### src/rtl/seq_control_n_pkg.sv
// Shared types and default sizing for the step sequencer control block.
package seq_pkg;

  localparam int NUM_CH_DEF = 4;
  localparam int STEPS_DEF  = 8;
  localparam int PER_W_DEF  = 24;

  typedef enum logic [2:0] {
    S_LOAD_PER      = 3'd0,
    S_LOAD_PER_WAIT = 3'd1,
    S_LOAD_CH       = 3'd2,
    S_LOAD_CH_WAIT  = 3'd3,
    S_PLAY          = 3'd4,
    S_PAUSE         = 3'd5
  } state_t;

endpackage

### src/rtl/seq_control_n_step_timer.sv
// Tempo divider and step counter; step, step_tick and bar_start are registered.
module seq_step_timer #(
  parameter int STEPS  = 8,
  parameter int STEP_W = $clog2(STEPS),
  parameter int PER_W  = 24
) (
  input  logic              clk,
  input  logic              reset,
  input  logic              i_start,
  input  logic              i_run,
  input  logic              i_clear,
  input  logic [PER_W-1:0]  i_period,
  output logic [STEP_W-1:0] o_step,
  output logic              o_step_tick,
  output logic              o_bar_start
);

  localparam logic [STEP_W-1:0] STEP_LAST = STEP_W'(STEPS - 1);

  logic [PER_W-1:0]  r_div;
  logic [STEP_W-1:0] r_step;
  logic              r_tick;
  logic              r_bar;
  logic [STEP_W-1:0] w_step_nxt;
  logic              w_div_last;

  assign w_step_nxt = (r_step == STEP_LAST) ? '0 : r_step + 1'b1;
  assign w_div_last = (r_div == i_period - PER_W'(1));

  always_ff @(posedge clk) begin
    if (!reset || i_clear) begin
      r_div  <= '0;
      r_step <= '0;
      r_tick <= 1'b0;
      r_bar  <= 1'b0;
    end else if (i_start) begin
      r_div  <= '0;
      r_step <= '0;
      r_tick <= 1'b1;
      r_bar  <= 1'b1;
    end else if (i_run && w_div_last) begin
      r_div  <= '0;
      r_step <= w_step_nxt;
      r_tick <= 1'b1;
      r_bar  <= (w_step_nxt == '0);
    end else begin
      // Paused or mid-period: div advances only while running, tick is a single pulse.
      if (i_run) r_div <= r_div + 1'b1;
      r_tick <= 1'b0;
      r_bar  <= 1'b0;
    end
  end

  assign o_step      = r_step;
  assign o_step_tick = r_tick;
  assign o_bar_start = r_bar;

endmodule

### src/rtl/seq_control_n.sv
// Step sequencer control: load handshake for period and channel patterns, then
// endless playback with pause/stop.
//   state           | meaning
//   S_LOAD_PER      | wait for go, capture period from data_in
//   S_LOAD_PER_WAIT | wait for go release
//   S_LOAD_CH       | ld_ch[ch_idx] high, wait for go
//   S_LOAD_CH_WAIT  | wait for go release, then next channel or play
//   S_PLAY          | timer running
//   S_PAUSE         | timer frozen
module seq_control_n
  import seq_pkg::*;
#(
  parameter int NUM_CH = NUM_CH_DEF,
  parameter int STEPS  = STEPS_DEF,
  parameter int STEP_W = $clog2(STEPS),
  parameter int PER_W  = PER_W_DEF
) (
  input  logic              clk,
  input  logic              reset,
  input  logic              i_go,
  input  logic              i_pause,
  input  logic              i_stop,
  input  logic [PER_W-1:0]  i_data_in,
  output logic              o_ld_period,
  output logic [NUM_CH-1:0] o_ld_ch,
  output logic              o_playing,
  output logic              o_paused,
  output logic [STEP_W-1:0] o_step,
  output logic              o_step_tick,
  output logic              o_bar_start
);

  localparam int              CH_W    = (NUM_CH > 1) ? $clog2(NUM_CH) : 1;
  localparam logic [CH_W-1:0] CH_LAST = CH_W'(NUM_CH - 1);

  state_t           r_state;
  state_t           w_state_nxt;
  logic [CH_W-1:0]  r_ch_idx;
  logic [PER_W-1:0] r_period;
  logic             w_start;
  logic             w_run;
  logic             w_clear;

  always_ff @(posedge clk) begin
    if (!reset) begin
      r_state  <= S_LOAD_PER;
      r_ch_idx <= '0;
      r_period <= PER_W'(1);
    end else begin
      r_state <= w_state_nxt;
      if (r_state == S_LOAD_PER && i_go)
        r_period <= (i_data_in == '0) ? PER_W'(1) : i_data_in;
      if (w_clear)
        r_ch_idx <= '0;
      else if (r_state == S_LOAD_CH_WAIT && !i_go)
        r_ch_idx <= (r_ch_idx == CH_LAST) ? '0 : r_ch_idx + 1'b1;
    end
  end

  always_comb begin
    w_state_nxt = r_state;
    o_ld_period = 1'b0;
    o_ld_ch     = '0;
    o_playing   = 1'b0;
    o_paused    = 1'b0;
    w_start     = 1'b0;
    w_run       = 1'b0;
    w_clear     = 1'b0;
    case (r_state)
      S_LOAD_PER: begin
        o_ld_period = 1'b1;
        if (i_go) w_state_nxt = S_LOAD_PER_WAIT;
      end
      S_LOAD_PER_WAIT: begin
        if (!i_go) w_state_nxt = S_LOAD_CH;
      end
      S_LOAD_CH: begin
        o_ld_ch = NUM_CH'(1) << r_ch_idx;
        if (i_go) w_state_nxt = S_LOAD_CH_WAIT;
      end
      S_LOAD_CH_WAIT: begin
        if (!i_go) begin
          if (r_ch_idx == CH_LAST) begin
            w_state_nxt = S_PLAY;
            w_start     = 1'b1;
          end else begin
            w_state_nxt = S_LOAD_CH;
          end
        end
      end
      S_PLAY: begin
        o_playing = 1'b1;
        // Stop beats pause, and pause beats a tick due this cycle.
        if (i_stop) begin
          w_state_nxt = S_LOAD_PER;
          w_clear     = 1'b1;
        end else if (i_pause) begin
          w_state_nxt = S_PAUSE;
        end else begin
          w_run = 1'b1;
        end
      end
      S_PAUSE: begin
        o_playing = 1'b1;
        o_paused  = 1'b1;
        if (i_stop) begin
          w_state_nxt = S_LOAD_PER;
          w_clear     = 1'b1;
        end else if (!i_pause) begin
          w_state_nxt = S_PLAY;
        end
      end
      default: w_state_nxt = S_LOAD_PER;
    endcase
  end

  seq_step_timer #(
    .STEPS  (STEPS),
    .STEP_W (STEP_W),
    .PER_W  (PER_W)
  ) u_timer (
    .clk         (clk),
    .reset       (reset),
    .i_start     (w_start),
    .i_run       (w_run),
    .i_clear     (w_clear),
    .i_period    (r_period),
    .o_step      (o_step),
    .o_step_tick (o_step_tick),
    .o_bar_start (o_bar_start)
  );

endmodule

### config.mk
export PLATFORM = sky130hd
export DESIGN_NAME = seq_control_n
export DESIGN_NICKNAME = d
export VERILOG_FILES = /design/src/rtl/seq_control_n_pkg.sv /design/src/rtl/seq_control_n_step_timer.sv /design/src/rtl/seq_control_n.sv
export SDC_FILE = /design/constraint.sdc
export NUM_CORES = 1
export LEC_CHECK = 0
export CAP_MARGIN = 20
export CORE_MARGIN = 5
export CORE_UTILIZATION = 55
export CTS_CLUSTER_DIAMETER = 150
export DETAILED_ROUTE_END_ITERATION = 7
export PLACE_DENSITY_LB_ADDON = 0.3
export SETUP_SLACK_MARGIN = 0.4
export SLEW_MARGIN = 20
export SYNTH_ARGS = -nofsm -noshare
export SYNTH_HDL_FRONTEND = slang
export SYNTH_SLANG_ARGS = --single-unit
### constraint.sdc
create_clock -name clk -period 4.8 [get_ports clk]
set_input_delay 0.48 -clock clk [delete_from_list [all_inputs] [get_ports clk]]
set_output_delay 0.48 -clock clk [all_outputs]
set_load 0.02 [all_outputs]
==> flow_metrics.tcl <==
set metrics [dict create \
    grt_use_total_pct 22.3 \
    rows 29 \
    netlist_area_um2 3580 \
    clk_latency_ps 350 \
    yosys_register_bits 58 \
    routedWlPerCell_um 15.8 \
    maxSlewHeadroom_pct 38.1 \
    layout-drive-gt1-share_pct 5.97 \
    rsz0062_at_grt "false" \
    antenna_cells 0 \
    reg2reg_depth 9 \
    synth_flop_cell "dfxtp_1" \
    drc 0 \
    grt_pass1_wl_um 15200 \
    dpl.hpwl_um 6700 \
    cts_tree "done" \
    fillerInstances 542 \
    multi_input_area_um2 2260 \
    viasPerCell 5.97 \
    synthesis.nets 490 \
    avgSynthCellArea_um2 7.91 \
    synth_top_area_cell "dfxtp_1" \
    period_needed_ps 3850 \
    power_density_nw_per_um2 289 \
    gp_congestion 0.936 \
    dp_cells 547 \
    syn_to_final_growth_pct 18.1 \
    cts_buffer_depth 2 \
    hold_path_depth 2 \
    start_kind "flip-flop" \
    crit_fanout 24 \
    nets 518 \
    ys_types 51 \
    routed_wl_um 8880 \
    post-route-period-util_pct 80.2 \
    initial_utilization_pct 56.4 \
    finalPower_mw 1.22 \
    io_pins 41 \
    vias 3361 \
    grt_pass1_vias 3261 \
    drt_first_pass_iters 4 \
    worstPathRequired_ps 4990 \
    cap_viol_max_count 0 \
    ys_warn_count 0 \
    layout_setup_ws_ps 949 \
    grt_max_degree 30 \
    tns_ps 0 \
    clock_sinks 58 \
    tightestPinTransition_ps 926 \
    htree_levels 3 \
    holdBufCountCts 0 \
    ir_drop_mv 0.215 \
    hold_path_class "reg -> reg" \
    clk_pin_slew_worst_paths_ps 70 \
    portBuffers 40 \
    cts_buffers 9 \
    status "complete, no violations" \
    async_reset_ff_share_pct 0 \
    seq_area_frac_synth_pct 32.4 \
    grt_overflow 0 \
    clock-root-buffer "clkbuf_8" \
    final_cells 563 \
    yosys.area.top_type_share_pct 32.4 \
    fp.coreArea_um2 6350 \
    synth-edff-count 0 \
    finalHoldViolCount 0 \
    syn_inst 453 \
    max_freq_ghz 0.260 \
    die_y_um 90.7 \
    setup_violations 0 \
    cts_resized 0 \
    die_area_um2 8230 \
    antenna_found_initial 0 \
    initialDrtViolationCount 192 \
    postLayoutCoreUtil_pct 66.6 \
    seqCellArea_um2 1160 \
    dp_slack_ps 944 \
    post-cts-setup-buffers 0 \
    die_x_um 90.7 \
    slew_violations 0 \
    clock_skew_ps 8.93 \
    ant_nets 0 \
    end_kind "flip-flop" \
    p_leak_nw 1.50 \
    path_class "reg -> reg" \
    cp.arrival_ps 4040 \
    synth_area_leaders "dfxtp_1 32%, xnor2_1 7.8%, nand2_1 7.0%" \
]
synth_stat cells, types with 4 or more instances:
library cell and number:
a21oi_1 10, nand4_1 17, o31ai_1 6, nor2_1 30
dfxtp_1 58, nand3_1 13, nor4_1 17, clkbuf_1 25
nand2_1 67, xor2_1 25, nor3_1 32, and4_1 6
ha_1 8, inv_1 12, xnor2_1 32, a21boi_0 23
and3_1 8, and2_1 7, a211oi_1 4
stage by stage:
step	hold slack (ps)	area (um^2)
after global routing	543	4230
after floorplan	455	3580
after detailed placement	502	3990
after CTS	512	4230
after global placement	488	3990
final	510	4230
power by group:
| part | internal (mW) | switching, mW |
|---|---|---|
| Sequential | 0.495 | 0.0246 |
| Clock | 0.334 | 0.199 |
| Combinational | 0.0791 | 0.0912 |
sequential cells by signal (all words and copies together), names as in the netlist:
register / cells
r_period: 24
u_timer.o_step_tick: 1
u_timer.o_bar_start: 1
u_timer.r_div: 24
u_timer.o_step: 3
r_state: 3
r_ch_idx: 2
critical path, stage by stage (launching register included):
cell and delay (ps):
dfxtp_1 360, inv_1 70, ha_1 200, or3b_1 400
or4_4 530, or3_1 320, o31a_1 300, or4b_4 590
nor3_4 770, nor3_1 150
final cells by class:
type,instances,area share (%)
clock inverter,4,1.72
sequential,58,27.4
tap,77,2.28
inverter,12,1.06
clock buffer,12,3.90
multi-input combinational,356,53.4
timing repair buffer,44,10.2
layout by cell type, fill, tap and decap left out, drive strengths merged, types with 3 or more instances in the layout:
cell type      instances
a211oi                 4
o21ai                  3
a21boi                23
and4                   6
xor2                  25
nand3                 13
o2111ai                3
or2                    3
nor2                  30
nor4                  17
nor3                  34
nand4                 17
or4                    4
a21oi                 10
clkbuf                12
ha                     8
nand2                 67
buf                    4
o22ai                  3
clkdlybuf4s50         40
inv                   12
dfxtp                 58
mux2i                  3
o31ai                  6
and2                   7
o31a                   3
nor2b                  3
xnor2                 32
and3                   8
cell families (layout without fill, tap and decap cells):
logic type	count (synthesis)	count (layout)	share of synthesized area, %
AOI/OAI and AO/OA	67	67	13.6
adders and majority gates	8	8	2.79
buffers and inverters	39	72	4.51
and+or+nand+nor	221	221	31.9
xor gates and xnor gates	57	57	13.9
muxes	3	3	0.838
DFF	58	58	32.4
per-layer routing:
metal,global-route usage (%),routed length (um)
met3,5.67,516
met1,28.5,4050
met4,9.93,220
met5,0,0
met2,35.2,4090
final timing paths:
check	to	slack, ps	from
max reg2reg	u_timer.r_div[8]$_SDFFE_PP0P_	950	r_period[0]$_SDFFE_PN1P_
min	r_period[23]$_SDFFE_PN0P_	510	r_period[23]$_SDFFE_PN0P_
max	u_timer.r_div[8]$_SDFFE_PP0P_	950	r_period[0]$_SDFFE_PN1P_
min reg2reg	r_period[23]$_SDFFE_PN0P_	510	r_period[23]$_SDFFE_PN0P_
Note: power is estimated with default switching activity, not from simulation.
